### config.mk
export PLATFORM = sky130hd
export DESIGN_NAME = kan_pe_scheduler_flat
export DESIGN_NICKNAME = d
export VERILOG_FILES = /design/src/rtl/kan_pe_scheduler_if.sv /design/src/rtl/kan_pe_scheduler.sv /design/src/flat_wrapper.sv
export SDC_FILE = /design/constraint.sdc
export NUM_CORES = 1
export LEC_CHECK = 0
export CORE_MARGIN = 3
export CORE_UTILIZATION = 43
export CTS_BUF_LIST = sky130_fd_sc_hd__clkbuf_16
export DETAILED_ROUTE_END_ITERATION = 7
export GPL_TIMING_DRIVEN = 0
export PLACE_DENSITY = 0.82
export SLEW_MARGIN = 20
export SYNTH_ARGS = -nofsm -noshare
export SYNTH_HDL_FRONTEND = slang
export SYNTH_SLANG_ARGS = --single-unit
### constraint.sdc
create_clock -name clk -period 4.6 [get_ports clk]
set_clock_uncertainty 0.1 [all_clocks]
set_input_delay 1.15 -clock clk [delete_from_list [all_inputs] [get_ports clk]]
set_output_delay 1.15 -clock clk [all_outputs]
set_load 0.01 [all_outputs]
### src/rtl/kan_pe_scheduler_if.sv
// Requester, shared-PE and response-path signals of kan_pe_scheduler.
// The slave modport is the scheduler; the master modport is its environment.
interface kan_pe_scheduler_if #(
  parameter int DATA_WIDTH = 32,
  parameter int NUM_REQ    = 4
);
  logic                          enable;
  logic [NUM_REQ*DATA_WIDTH-1:0] req_data;
  logic [NUM_REQ-1:0]            req_valid;
  logic [NUM_REQ-1:0]            req_ready;
  logic [DATA_WIDTH-1:0]         pe_x;
  logic                          pe_x_valid;
  logic                          pe_x_ready;
  logic [4:0]                    pe_spline_select;
  logic [DATA_WIDTH-1:0]         pe_y;
  logic                          pe_y_valid;
  logic                          pe_y_ready;
  logic [DATA_WIDTH-1:0]         rsp_data;
  logic [NUM_REQ-1:0]            rsp_valid;
  logic [NUM_REQ-1:0]            rsp_ready;
  logic                          busy;
  logic                          err_orphan;

  modport master (
    output enable, req_data, req_valid, pe_x_ready, pe_y, pe_y_valid, rsp_ready,
    input  req_ready, pe_x, pe_x_valid, pe_spline_select, pe_y_ready,
           rsp_data, rsp_valid, busy, err_orphan
  );

  modport slave (
    input  enable, req_data, req_valid, pe_x_ready, pe_y, pe_y_valid, rsp_ready,
    output req_ready, pe_x, pe_x_valid, pe_spline_select, pe_y_ready,
           rsp_data, rsp_valid, busy, err_orphan
  );
endinterface

### src/rtl/kan_pe_scheduler.sv
// Round-robin scheduler sharing one in-order KAN PE among NUM_REQ requesters.
// Tags of in-flight samples ride a FIFO so each result returns to its requester.
module kan_pe_scheduler #(
  parameter int DATA_WIDTH = 32,
  parameter int NUM_REQ    = 4,
  parameter int TAG_DEPTH  = 16
) (
  input  logic              clk,
  input  logic              rst_n,
  kan_pe_scheduler_if.slave bus
);
  localparam int PTR_W = $clog2(NUM_REQ);
  localparam int FP_W  = $clog2(TAG_DEPTH);
  localparam int CNT_W = FP_W + 1;

  typedef enum logic [1:0] {
    ST_IDLE  = 2'd0,
    ST_RUN   = 2'd1,
    ST_DRAIN = 2'd2
  } state_e;

  state_e                state_q;
  logic                  live_q;
  logic [PTR_W-1:0]      ptr_q;
  logic                  iss_vld_q;
  logic [DATA_WIDTH-1:0] iss_data_q;
  logic [PTR_W-1:0]      iss_tag_q;
  logic [PTR_W-1:0]      fifo_mem_q [TAG_DEPTH];
  logic [FP_W-1:0]       wr_ptr_q;
  logic [FP_W-1:0]       rd_ptr_q;
  logic [CNT_W-1:0]      cnt_q;
  logic [NUM_REQ-1:0]    rsp_oh_q;
  logic [DATA_WIDTH-1:0] rsp_data_q;
  logic                  err_q;

  logic [DATA_WIDTH-1:0] req_word_s [NUM_REQ];
  logic [PTR_W:0]        sum_s;
  logic [PTR_W-1:0]      grant_s;
  logic                  grant_vld_s;
  logic [PTR_W-1:0]      ptr_d;
  logic [CNT_W-1:0]      outstanding_s;
  logic [CNT_W-1:0]      cnt_d;
  logic                  pe_x_hs_s;
  logic                  slot_ok_s;
  logic                  accept_s;
  logic [NUM_REQ-1:0]    req_ready_s;
  logic                  rsp_hs_s;
  logic                  pe_y_ready_s;
  logic                  pe_y_hs_s;
  logic                  pop_s;
  logic                  orphan_s;
  logic                  iss_vld_d;
  logic                  rsp_vld_d;
  logic                  idle_ok_s;

  function automatic logic [NUM_REQ-1:0] onehot(input logic [PTR_W-1:0] idx);
    logic [NUM_REQ-1:0] v;
    v      = '0;
    v[idx] = 1'b1;
    return v;
  endfunction

  for (genvar g = 0; g < NUM_REQ; g++) begin : g_req_word
    assign req_word_s[g] = bus.req_data[g*DATA_WIDTH +: DATA_WIDTH];
  end

  // Round-robin search starting at ptr_q, wrapping modulo NUM_REQ
  always_comb begin
    grant_s     = '0;
    grant_vld_s = 1'b0;
    sum_s       = '0;
    for (int k = 0; k < NUM_REQ; k++) begin
      sum_s = {1'b0, ptr_q} + (PTR_W+1)'(k);
      if (sum_s >= (PTR_W+1)'(NUM_REQ)) begin
        sum_s = sum_s - (PTR_W+1)'(NUM_REQ);
      end else begin
        sum_s = sum_s;
      end
      if (!grant_vld_s && bus.req_valid[sum_s[PTR_W-1:0]]) begin
        grant_s     = sum_s[PTR_W-1:0];
        grant_vld_s = 1'b1;
      end else begin
        grant_vld_s = grant_vld_s;
      end
    end
  end

  // Handshake qualification and next-state occupancy of the three storage stages
  always_comb begin
    pe_x_hs_s     = iss_vld_q & bus.pe_x_ready;
    outstanding_s = cnt_q + CNT_W'(iss_vld_q);
    slot_ok_s     = (state_q == ST_RUN) && (!iss_vld_q || pe_x_hs_s) &&
                    (outstanding_s < CNT_W'(TAG_DEPTH));
    accept_s      = slot_ok_s && grant_vld_s;
    if (accept_s) begin
      req_ready_s = onehot(grant_s);
    end else begin
      req_ready_s = '0;
    end
    if (grant_s == PTR_W'(NUM_REQ - 1)) begin
      ptr_d = '0;
    end else begin
      ptr_d = grant_s + PTR_W'(1);
    end
    rsp_hs_s     = |(rsp_oh_q & bus.rsp_ready);
    pe_y_ready_s = live_q && ((rsp_oh_q == '0) || rsp_hs_s);
    pe_y_hs_s    = bus.pe_y_valid && pe_y_ready_s;
    pop_s        = pe_y_hs_s && (cnt_q != '0);
    orphan_s     = pe_y_hs_s && (cnt_q == '0);
    case ({pe_x_hs_s, pop_s})
      2'b10:   cnt_d = cnt_q + CNT_W'(1);
      2'b01:   cnt_d = cnt_q - CNT_W'(1);
      default: cnt_d = cnt_q;
    endcase
    iss_vld_d = accept_s || (iss_vld_q && !pe_x_hs_s);
    rsp_vld_d = pop_s || ((rsp_oh_q != '0) && !rsp_hs_s);
    // Looking at next-state occupancy lets busy fall right after the last rsp handshake
    idle_ok_s = !iss_vld_d && (cnt_d == '0) && !rsp_vld_d;
  end

  // Mode FSM
  always_ff @(posedge clk or negedge rst_n) begin
    if (!rst_n) begin
      state_q <= ST_IDLE;
    end else begin
      case (state_q)
        ST_IDLE:  state_q <= bus.enable ? ST_RUN : ST_IDLE;
        ST_RUN:   state_q <= bus.enable ? ST_RUN : ST_DRAIN;
        ST_DRAIN: begin
          if (bus.enable) begin
            state_q <= ST_RUN;
          end else if (idle_ok_s) begin
            state_q <= ST_IDLE;
          end else begin
            state_q <= ST_DRAIN;
          end
        end
        default:  state_q <= ST_IDLE;
      endcase
    end
  end

  // Issue register, tag FIFO pointers, response register and error flag
  always_ff @(posedge clk or negedge rst_n) begin
    if (!rst_n) begin
      live_q     <= 1'b0;
      ptr_q      <= '0;
      iss_vld_q  <= 1'b0;
      iss_data_q <= '0;
      iss_tag_q  <= '0;
      wr_ptr_q   <= '0;
      rd_ptr_q   <= '0;
      cnt_q      <= '0;
      rsp_oh_q   <= '0;
      rsp_data_q <= '0;
      err_q      <= 1'b0;
    end else begin
      live_q    <= 1'b1;
      iss_vld_q <= iss_vld_d;
      cnt_q     <= cnt_d;
      if (accept_s) begin
        iss_data_q <= req_word_s[grant_s];
        iss_tag_q  <= grant_s;
        ptr_q      <= ptr_d;
      end
      if (pe_x_hs_s) begin
        wr_ptr_q <= wr_ptr_q + FP_W'(1);
      end
      if (pop_s) begin
        rd_ptr_q   <= rd_ptr_q + FP_W'(1);
        rsp_oh_q   <= onehot(fifo_mem_q[rd_ptr_q]);
        rsp_data_q <= bus.pe_y;
      end else if (rsp_hs_s) begin
        rsp_oh_q <= '0;
      end
      if (orphan_s) begin
        err_q <= 1'b1;
      end
    end
  end

  // Tag storage; validity is tracked by the pointers and count above
  always_ff @(posedge clk) begin
    if (pe_x_hs_s) begin
      fifo_mem_q[wr_ptr_q] <= iss_tag_q;
    end
  end

  assign bus.req_ready        = req_ready_s;
  assign bus.pe_x             = iss_data_q;
  assign bus.pe_x_valid       = iss_vld_q;
  assign bus.pe_spline_select = 5'(iss_tag_q);
  assign bus.pe_y_ready       = pe_y_ready_s;
  assign bus.rsp_data         = rsp_data_q;
  assign bus.rsp_valid        = rsp_oh_q;
  assign bus.busy             = (state_q != ST_IDLE);
  assign bus.err_orphan       = err_q;
endmodule

### src/flat_wrapper.sv
// flat-port wrapper written by rule: the top's interface ports become plain ports
module kan_pe_scheduler_flat 
#(
  parameter int DATA_WIDTH = 32,
  parameter int NUM_REQ    = 4,
  parameter int TAG_DEPTH  = 16
)
  (clk, rst_n, bus_enable, bus_req_data, bus_req_valid, bus_pe_x_ready, bus_pe_y, bus_pe_y_valid, bus_rsp_ready, bus_req_ready, bus_pe_x, bus_pe_x_valid, bus_pe_spline_select, bus_pe_y_ready, bus_rsp_data, bus_rsp_valid, bus_busy, bus_err_orphan);
  kan_pe_scheduler_if #(.DATA_WIDTH(DATA_WIDTH), .NUM_REQ(NUM_REQ)) bus_i ();
  input  logic clk;
  input  logic rst_n;
  input wire logic [$bits(bus_i.enable)-1:0] bus_enable;
  input wire logic [$bits(bus_i.req_data)-1:0] bus_req_data;
  input wire logic [$bits(bus_i.req_valid)-1:0] bus_req_valid;
  input wire logic [$bits(bus_i.pe_x_ready)-1:0] bus_pe_x_ready;
  input wire logic [$bits(bus_i.pe_y)-1:0] bus_pe_y;
  input wire logic [$bits(bus_i.pe_y_valid)-1:0] bus_pe_y_valid;
  input wire logic [$bits(bus_i.rsp_ready)-1:0] bus_rsp_ready;
  output wire logic [$bits(bus_i.req_ready)-1:0] bus_req_ready;
  output wire logic [$bits(bus_i.pe_x)-1:0] bus_pe_x;
  output wire logic [$bits(bus_i.pe_x_valid)-1:0] bus_pe_x_valid;
  output wire logic [$bits(bus_i.pe_spline_select)-1:0] bus_pe_spline_select;
  output wire logic [$bits(bus_i.pe_y_ready)-1:0] bus_pe_y_ready;
  output wire logic [$bits(bus_i.rsp_data)-1:0] bus_rsp_data;
  output wire logic [$bits(bus_i.rsp_valid)-1:0] bus_rsp_valid;
  output wire logic [$bits(bus_i.busy)-1:0] bus_busy;
  output wire logic [$bits(bus_i.err_orphan)-1:0] bus_err_orphan;
  assign bus_i.enable = bus_enable;
  assign bus_i.req_data = bus_req_data;
  assign bus_i.req_valid = bus_req_valid;
  assign bus_i.pe_x_ready = bus_pe_x_ready;
  assign bus_i.pe_y = bus_pe_y;
  assign bus_i.pe_y_valid = bus_pe_y_valid;
  assign bus_i.rsp_ready = bus_rsp_ready;
  assign bus_req_ready = bus_i.req_ready;
  assign bus_pe_x = bus_i.pe_x;
  assign bus_pe_x_valid = bus_i.pe_x_valid;
  assign bus_pe_spline_select = bus_i.pe_spline_select;
  assign bus_pe_y_ready = bus_i.pe_y_ready;
  assign bus_rsp_data = bus_i.rsp_data;
  assign bus_rsp_valid = bus_i.rsp_valid;
  assign bus_busy = bus_i.busy;
  assign bus_err_orphan = bus_i.err_orphan;
  kan_pe_scheduler #(.DATA_WIDTH(DATA_WIDTH), .NUM_REQ(NUM_REQ), .TAG_DEPTH(TAG_DEPTH)) u_core (.clk(clk), .rst_n(rst_n), .bus(bus_i));
endmodule
* Word-level counts from Yosys, hierarchy flattened
Memories as Yosys holds them, arrays and structs flattened. Cells that the tools add are included.
Storage, ports and cells: bits in registers 90, RAM bits 32, input port bits 173, output and inout port bits 81, word-level logic and storage cells 124, memories 1
Memory list:
- u_core.fifo_mem_q | depth 16, bits a word 2, rd ports 1, clocked after memory_dff 0, wr ports 1, RTL line kan_pe_scheduler.sv:28 | logic [PTR_W-1:0] fifo_mem_q [TAG_DEPTH];
Operators by class: add/subtract/negate cells 13, $lt $le $gt $ge 14, eq/ne operators 5, multiplexer cells 39, bitwise operators 3, reduce and logical (&&, ||, !) cells 37
Operators with widths (count):
- $bmux W32 S2 | 1
- $mux W32 | 2
- $mux W2 | 12
- $lt A2 B3 Y1 const B | 6
- $logic_and A1 B1 Y1 | 16
- $mux W1 | 13
- $ge A3 B3 Y1 const B | 4
- $mux W4 | 3
- $logic_not A5 Y1 | 2
- $pmux W5 S2 | 1
- $add A4 B1 Y4 const B | 2
- $bmux W1 S2 | 4
- $logic_not A1 Y1 | 8
- $sub A2 B1 Y2 const B | 4
- $add A2 B2 Y3 const B | 2
- $eq A2 B2 Y1 const B | 3
- $pmux W2 S3 | 1
- $add A5 B1 Y5 | 1
- $add A5 B1 Y5 const B | 1
- $lt A5 B5 Y1 const B | 1
- $reduce_bool A5 Y1 | 1
- $sub A5 B1 Y5 const B | 1
- $and A4 B4 Y4 | 1
- $demux W1 S2 | 2
- other kinds (13) | 19

* Logic depth before layout (Yosys ltp)
word-level depth 22, mapped depth 16, gate-level depth less buffers 12

* Worst setup path before layout
No wires, ideal clock.
kind input-to-reg, from input bus_rsp_ready[0], to register u_core.state_q[1], setup time 0.099 ns, arrival time 3.752 ns, path slack 0.649 ns, stages on the path 15, path buffers 3, cell sequence a22o_1 nand3b_1 nand2b_1 buf_4 inv_2 clkbuf_1 ha_1 clkbuf_1 xor2_1 ha_1 a21oi_1 or3b_2 a41oi_2 xnor2_1 a311oi_1
On the way: cells in the longest elaborated chain, start to end 14, elaborated cells between the ends (all ways) 19, classes of those cells eq/ne: 2; mux: 4; bitwise: 1; reduce/logical: 12
RTL lines:
- start, declared | RTL line flat_wrapper.sv:18 | input wire logic [$bits(bus_i.rsp_ready)-1:0] bus_rsp_ready;
- $and A4 B4 Y4 (*) | RTL line kan_pe_scheduler.sv:105 | rsp_hs_s = |(rsp_oh_q & bus.rsp_ready);
- $reduce_or A4 Y1 (*) | RTL line kan_pe_scheduler.sv:105
- $logic_or A1 B1 Y1 (*) | RTL line kan_pe_scheduler.sv:106 | pe_y_ready_s = live_q && ((rsp_oh_q == '0) || rsp_hs_s);
- $logic_and A1 B1 Y1 (*) | RTL line kan_pe_scheduler.sv:106
- $logic_and A1 B1 Y1 (*) | RTL line kan_pe_scheduler.sv:107 | pe_y_hs_s = bus.pe_y_valid && pe_y_ready_s;
- $logic_and A1 B1 Y1 (*) | RTL line kan_pe_scheduler.sv:108 | pop_s = pe_y_hs_s && (cnt_q != '0);
- via u_core.pop_s | RTL line kan_pe_scheduler.sv:50 | logic pop_s;
- $eq A2 B1 Y1 / $eq A2 B2 Y1 (equally long branches) | RTL line kan_pe_scheduler.sv:110 | case ({pe_x_hs_s, pop_s})
- $pmux W5 S2 | RTL line kan_pe_scheduler.sv:110
- $logic_not A5 Y1 | RTL line kan_pe_scheduler.sv:118 | idle_ok_s = !iss_vld_d && (cnt_d == '0) && !rsp_vld_d;
- $logic_and A1 B1 Y1 | RTL line kan_pe_scheduler.sv:118
- $logic_and A1 B1 Y1 (*) | RTL line kan_pe_scheduler.sv:118
- $mux W2 (*) | RTL line kan_pe_scheduler.sv:132 | end else if (idle_ok_s) begin
- $mux W2 (*) | RTL line kan_pe_scheduler.sv:130 | if (bus.enable) begin
- $pmux W2 S3 (*) | RTL line kan_pe_scheduler.sv:126 | case (state_q)
- end signal, assigned | RTL line kan_pe_scheduler.sv:127 | ST_IDLE: state_q <= bus.enable ? ST_RUN : ST_IDLE;
- end signal, assigned | RTL line kan_pe_scheduler.sv:128 | ST_RUN: state_q <= bus.enable ? ST_RUN : ST_DRAIN;
- end, declared | RTL line kan_pe_scheduler.sv:22 | state_e state_q;
Mark *: on every way through the listed nets, which the timed path passes. The rest lies on a longest branch. A chain may end at the register's enable or synchronous reset.

* Worst setup path in the final report
from input bus_req_valid[3], to output bus_req_ready[0]
On the way: cells in the longest elaborated chain, start to end 17, elaborated cells between the ends (all ways) 29, classes of those cells order compare: 2; mux: 19; reduce/logical: 8
RTL lines:
- start, declared | RTL line flat_wrapper.sv:14 | input wire logic [$bits(bus_i.req_valid)-1:0] bus_req_valid;
- $bmux W1 S2 | RTL line kan_pe_scheduler.sv:79 | if (!grant_vld_s && bus.req_valid[sum_s[PTR_W-1:0]]) begin
- $mux W1 (implied by the code) | RTL line kan_pe_scheduler.sv:79
- $mux W1 | RTL line kan_pe_scheduler.sv:79
- $logic_not A1 Y1 | RTL line kan_pe_scheduler.sv:79
- $logic_and A1 B1 Y1 | RTL line kan_pe_scheduler.sv:79
- $mux W1 | RTL line kan_pe_scheduler.sv:79
- $logic_not A1 Y1 | RTL line kan_pe_scheduler.sv:79
- $logic_and A1 B1 Y1 | RTL line kan_pe_scheduler.sv:79
- $mux W1 | RTL line kan_pe_scheduler.sv:79
- $logic_not A1 Y1 | RTL line kan_pe_scheduler.sv:79
- $logic_and A1 B1 Y1 | RTL line kan_pe_scheduler.sv:79
- $mux W2 | RTL line kan_pe_scheduler.sv:79
- $lt A2 B3 Y1 (implied by the code) / $ge A2 B1 Y1 (equally long branches) | RTL line kan_pe_scheduler.sv:59 | v[idx] = 1'b1;
- $logic_and A1 B1 Y1 (implied by the code) | RTL line kan_pe_scheduler.sv:59
- $mux W1 (implied by the code) | RTL line kan_pe_scheduler.sv:59
- $demux W1 S2
- $mux W4 (*) | RTL line kan_pe_scheduler.sv:95 | if (accept_s) begin
- end, declared | RTL line flat_wrapper.sv:19 | output wire logic [$bits(bus_i.req_ready)-1:0] bus_req_ready;
Every way passes the cells marked *; elsewhere a longest branch is shown, timed or not. The select of a mux whose other input is x is not followed.

==> flow_summary.ini <==
[cells_and_area]
area_growth_pct = 54.7
drive_gt1_share_pct = 8.17
diodes = 0
final_nets = 1004

[power]
power_density_mw_per_mm2 = 611
peakVddDrop_mv = 0.328
p_leak_nw = 4.06
p_total_mw = 5.79

[drt]
routedWlPerCell_um = 18.7
vias = 5459
drt-initial-drc-count = 306
drtPass1Iterations = 5
drt_drc_violations_left = 0
routed_via_density = 5.42
ant_nets = 0
wirelength_mm = 18.8

[timing]
hold_viol_final = 0
setup_viol = 0
rsz0062_at_grt = false
holdWs_ns = 0.366
max-slew-margin-rel_pct = 64.9
max_freq_mhz = 222
setup_slack_ns = 0.0883
period_share_pct = 98.1
tightest_slew_ns = 0.526
period_needed_ns = 4.51
final_max_slew_viol_count = 0

[logic_synthesis]
yosys_warnings = 0
synth_area_mm2 = 0.00613
synth_cell_types = 56
synth_edf_count = 32
yosysMostFrequentCell = nand2_1
synth_compound_area_share_pct = 11.5
synth_top_area_share_pct = 36.8
ys_ff_latch = 122
yosys.area_share.adder_pct = 2.45
syn_inst = 550
synthXorXnorAreaFrac_pct = 1.72
yosys-top-cells-area = dfrtp_1, edfxtp_1, mux2i_1
synth_top_family_by_area = multiplexers
synth-simple-area-share_pct = 12.8
avgSynthCellArea_um2 = 11.1
ys_seq_area_share_pct = 52.4
ys_async_sr_fraction_pct = 73.8
yosys.area.top_type = dfrtp_1
synthFlopType = dfrtp_1
muxShareOfSynthArea_pct = 14.6
synth_common_cells = nand2_1, dfrtp_1, mux2i_1, o21ai_0

[place]
numPortBuffers = 250
place_ws_ns = -0.482
dp.final_hpwl_mm = 14.4
gp_congestion = 0.907

[critical_path]
cp_data_arrival_time_ns = 3.26
critPathCapture = bus_req_ready[0]
crit_type = input port to output port
reg2reg_to = u_core.state_q[1]
end_kind = output port
startpoint = bus_req_valid[3]
crit_fanout = 14
reg2reg_depth = 15
r2r_setup_slack_ns = 0.61
rr_startpoint = u_core.cnt_q[1]
crit_path_start_kind = input port
required_ns = 3.35

[clock_tree]
clock_path_buffers = 2
cts_root_buf = clkbuf_16
cts_sinks = 122
clk_latency_ns = 0.42
cts.clk_slew.worst_paths_ns = 0.05
cts.htree.levels = 4
ctsHoldBuffers = 0
cts_buffers = 17
cts_tree = built

[run]
maxCapViolCount = 0

[status]
status = completed

[floorplanning]
io_pins = 254
placementRows = 42
start_util_pct = 45.0
die_w_um = 125
dieArea_mm2 = 0.0157
dieHeight_um = 125
core_mm2 = 0.0136

[global_route]
grt_pass1_vias = 5705
grt.total_usage_pct = 24.0
overflow = 0
antenna_found_initial = 0
grt_pass1_wl_mm = 29.9
grt_max_degree = 57

[hold_path]
min_path_type = register to register
## timing repair
item / in CTS / in global routing
buffers inserted: 0 / 0
endpoints found under the setup margin: 5 / 1
resized for setup: 6 / 1
## critical path, stage by stage
cell             delay [ns]
clkdlybuf4s50_1        0.54
nor2_1                 0.08
a311o_1                0.53
nor2_2                 0.22
and2_1                 0.15
clkdlybuf4s50_1        0.58
## registers in the layout, indices dropped and copies added, names as in the netlist
name / cells
u_core.bus.rsp_data: 32
u_core.iss_tag_q: 2
u_core.state_q: 2
u_core.bus.rsp_valid: 4
u_core.live_q: 1
u_core.rd_ptr_q: 4
u_core.cnt_q: 5
u_core.wr_ptr_q: 4
u_core.bus.pe_x: 32
u_core.bus.err_orphan: 1
u_core.fifo_mem_q: 32
u_core.ptr_q: 2
u_core.bus.pe_x_valid: 1
## worst min path at each step
stage	start	endpoint	slack, ns	cells past startpoint
after floorplan	u_core.wr_ptr_q[2]	u_core.wr_ptr_q[2]	0.38	1
after global placement	u_core.bus.err_orphan	u_core.bus.err_orphan	0.35	1
after detailed placement	u_core.bus.err_orphan	u_core.bus.err_orphan	0.36	1
after CTS	u_core.bus.err_orphan	u_core.bus.err_orphan	0.37	1
after global routing	u_core.bus.err_orphan	u_core.bus.err_orphan	0.39	1
final	u_core.bus.err_orphan	u_core.bus.err_orphan	0.37	1
## through the flow
step | util, % | instances | setup TNS [ns] | instance area (um2)
global route | 69.7 | 1008 | 0 | 9480
detailed placement | 65.3 | 979 | -1.81 | 8880
floorplan | - | 552 | 0 | 6130
global placement | 65.1 | 978 | -84.21 | 8860
CTS | 69.6 | 1008 | 0 | 9480
finish | 69.7 | 1008 | 0 | 9480
## area by class of cell
cell class | instances | area [um2]
Fill cell | 940 | 4130
Sequential cell | 122 | 3210
Multi-Input combinational cell | 374 | 2660
Timing Repair Buffer | 251 | 2530
Clock buffer | 17 | 425
Buffer | 40 | 220
Tap cell | 176 | 220
Clock inverter | 15 | 170
Inverter | 13 | 48.8
## power by group
group	total [mW]	leakage (nW)	switching, mW	internal, mW
combinational	2.63	2.35	1.29	1.34
clock	1.35	0.302	0.464	0.887
sequential	1.82	1.41	0.279	1.54
total	5.79	4.06	2.03	3.76
## cells in the final DEF (no fill, tap or decap), types with 4 or more instances in the layout
cell type	synthesis	layout
o221ai_1	32	32
and3_1	5	5
nand2_1	106	106
dfrtp_1	90	90
conb_1	2	4
and2_1	17	17
bufinv_16	0	4
mux2i_1	67	67
nor2_1	6	5
o21ai_0	41	41
buf_2	13	12
mux4_2	9	9
clkdlybuf4s50_1	0	246
edfxtp_1	32	32
nand3_1	4	4
clkbuf_1	20	18
xnor2_1	10	10
buf_4	5	5
inv_1	11	16
nand2b_1	4	4
ha_1	12	12
clkbuf_16	0	17
a21oi_1	7	7
## kinds of logic (layout without fill, tap and decap cells)
group | count (synthesis) | count (layout)
other | 2 | 4
flip-flops | 122 | 122
buffers and inverters | 56 | 336
AO/OA/AOI/OAI | 101 | 101
XOR/XNOR | 12 | 12
adder cells (fa/ha/maj) | 12 | 12
multiplexers | 78 | 78
AND/OR/NAND/NOR | 167 | 167
## metal layers
| metal | share of wire (%) | up-vias | track usage, % | wire, um |
|---|---|---|---|---|
| li1 | - | 2516 | - | - |
| met1 | 37 | 2634 | 27.3 | 7010 |
| met2 | 51 | 272 | 42.0 | 9640 |
| met3 | 8.6 | 37 | 8.06 | 1630 |
| met4 | 2.9 | 0 | 9.18 | 540 |
| met5 | 0 | - | 0 | 0 |
(Power assumes the default switching activity.)
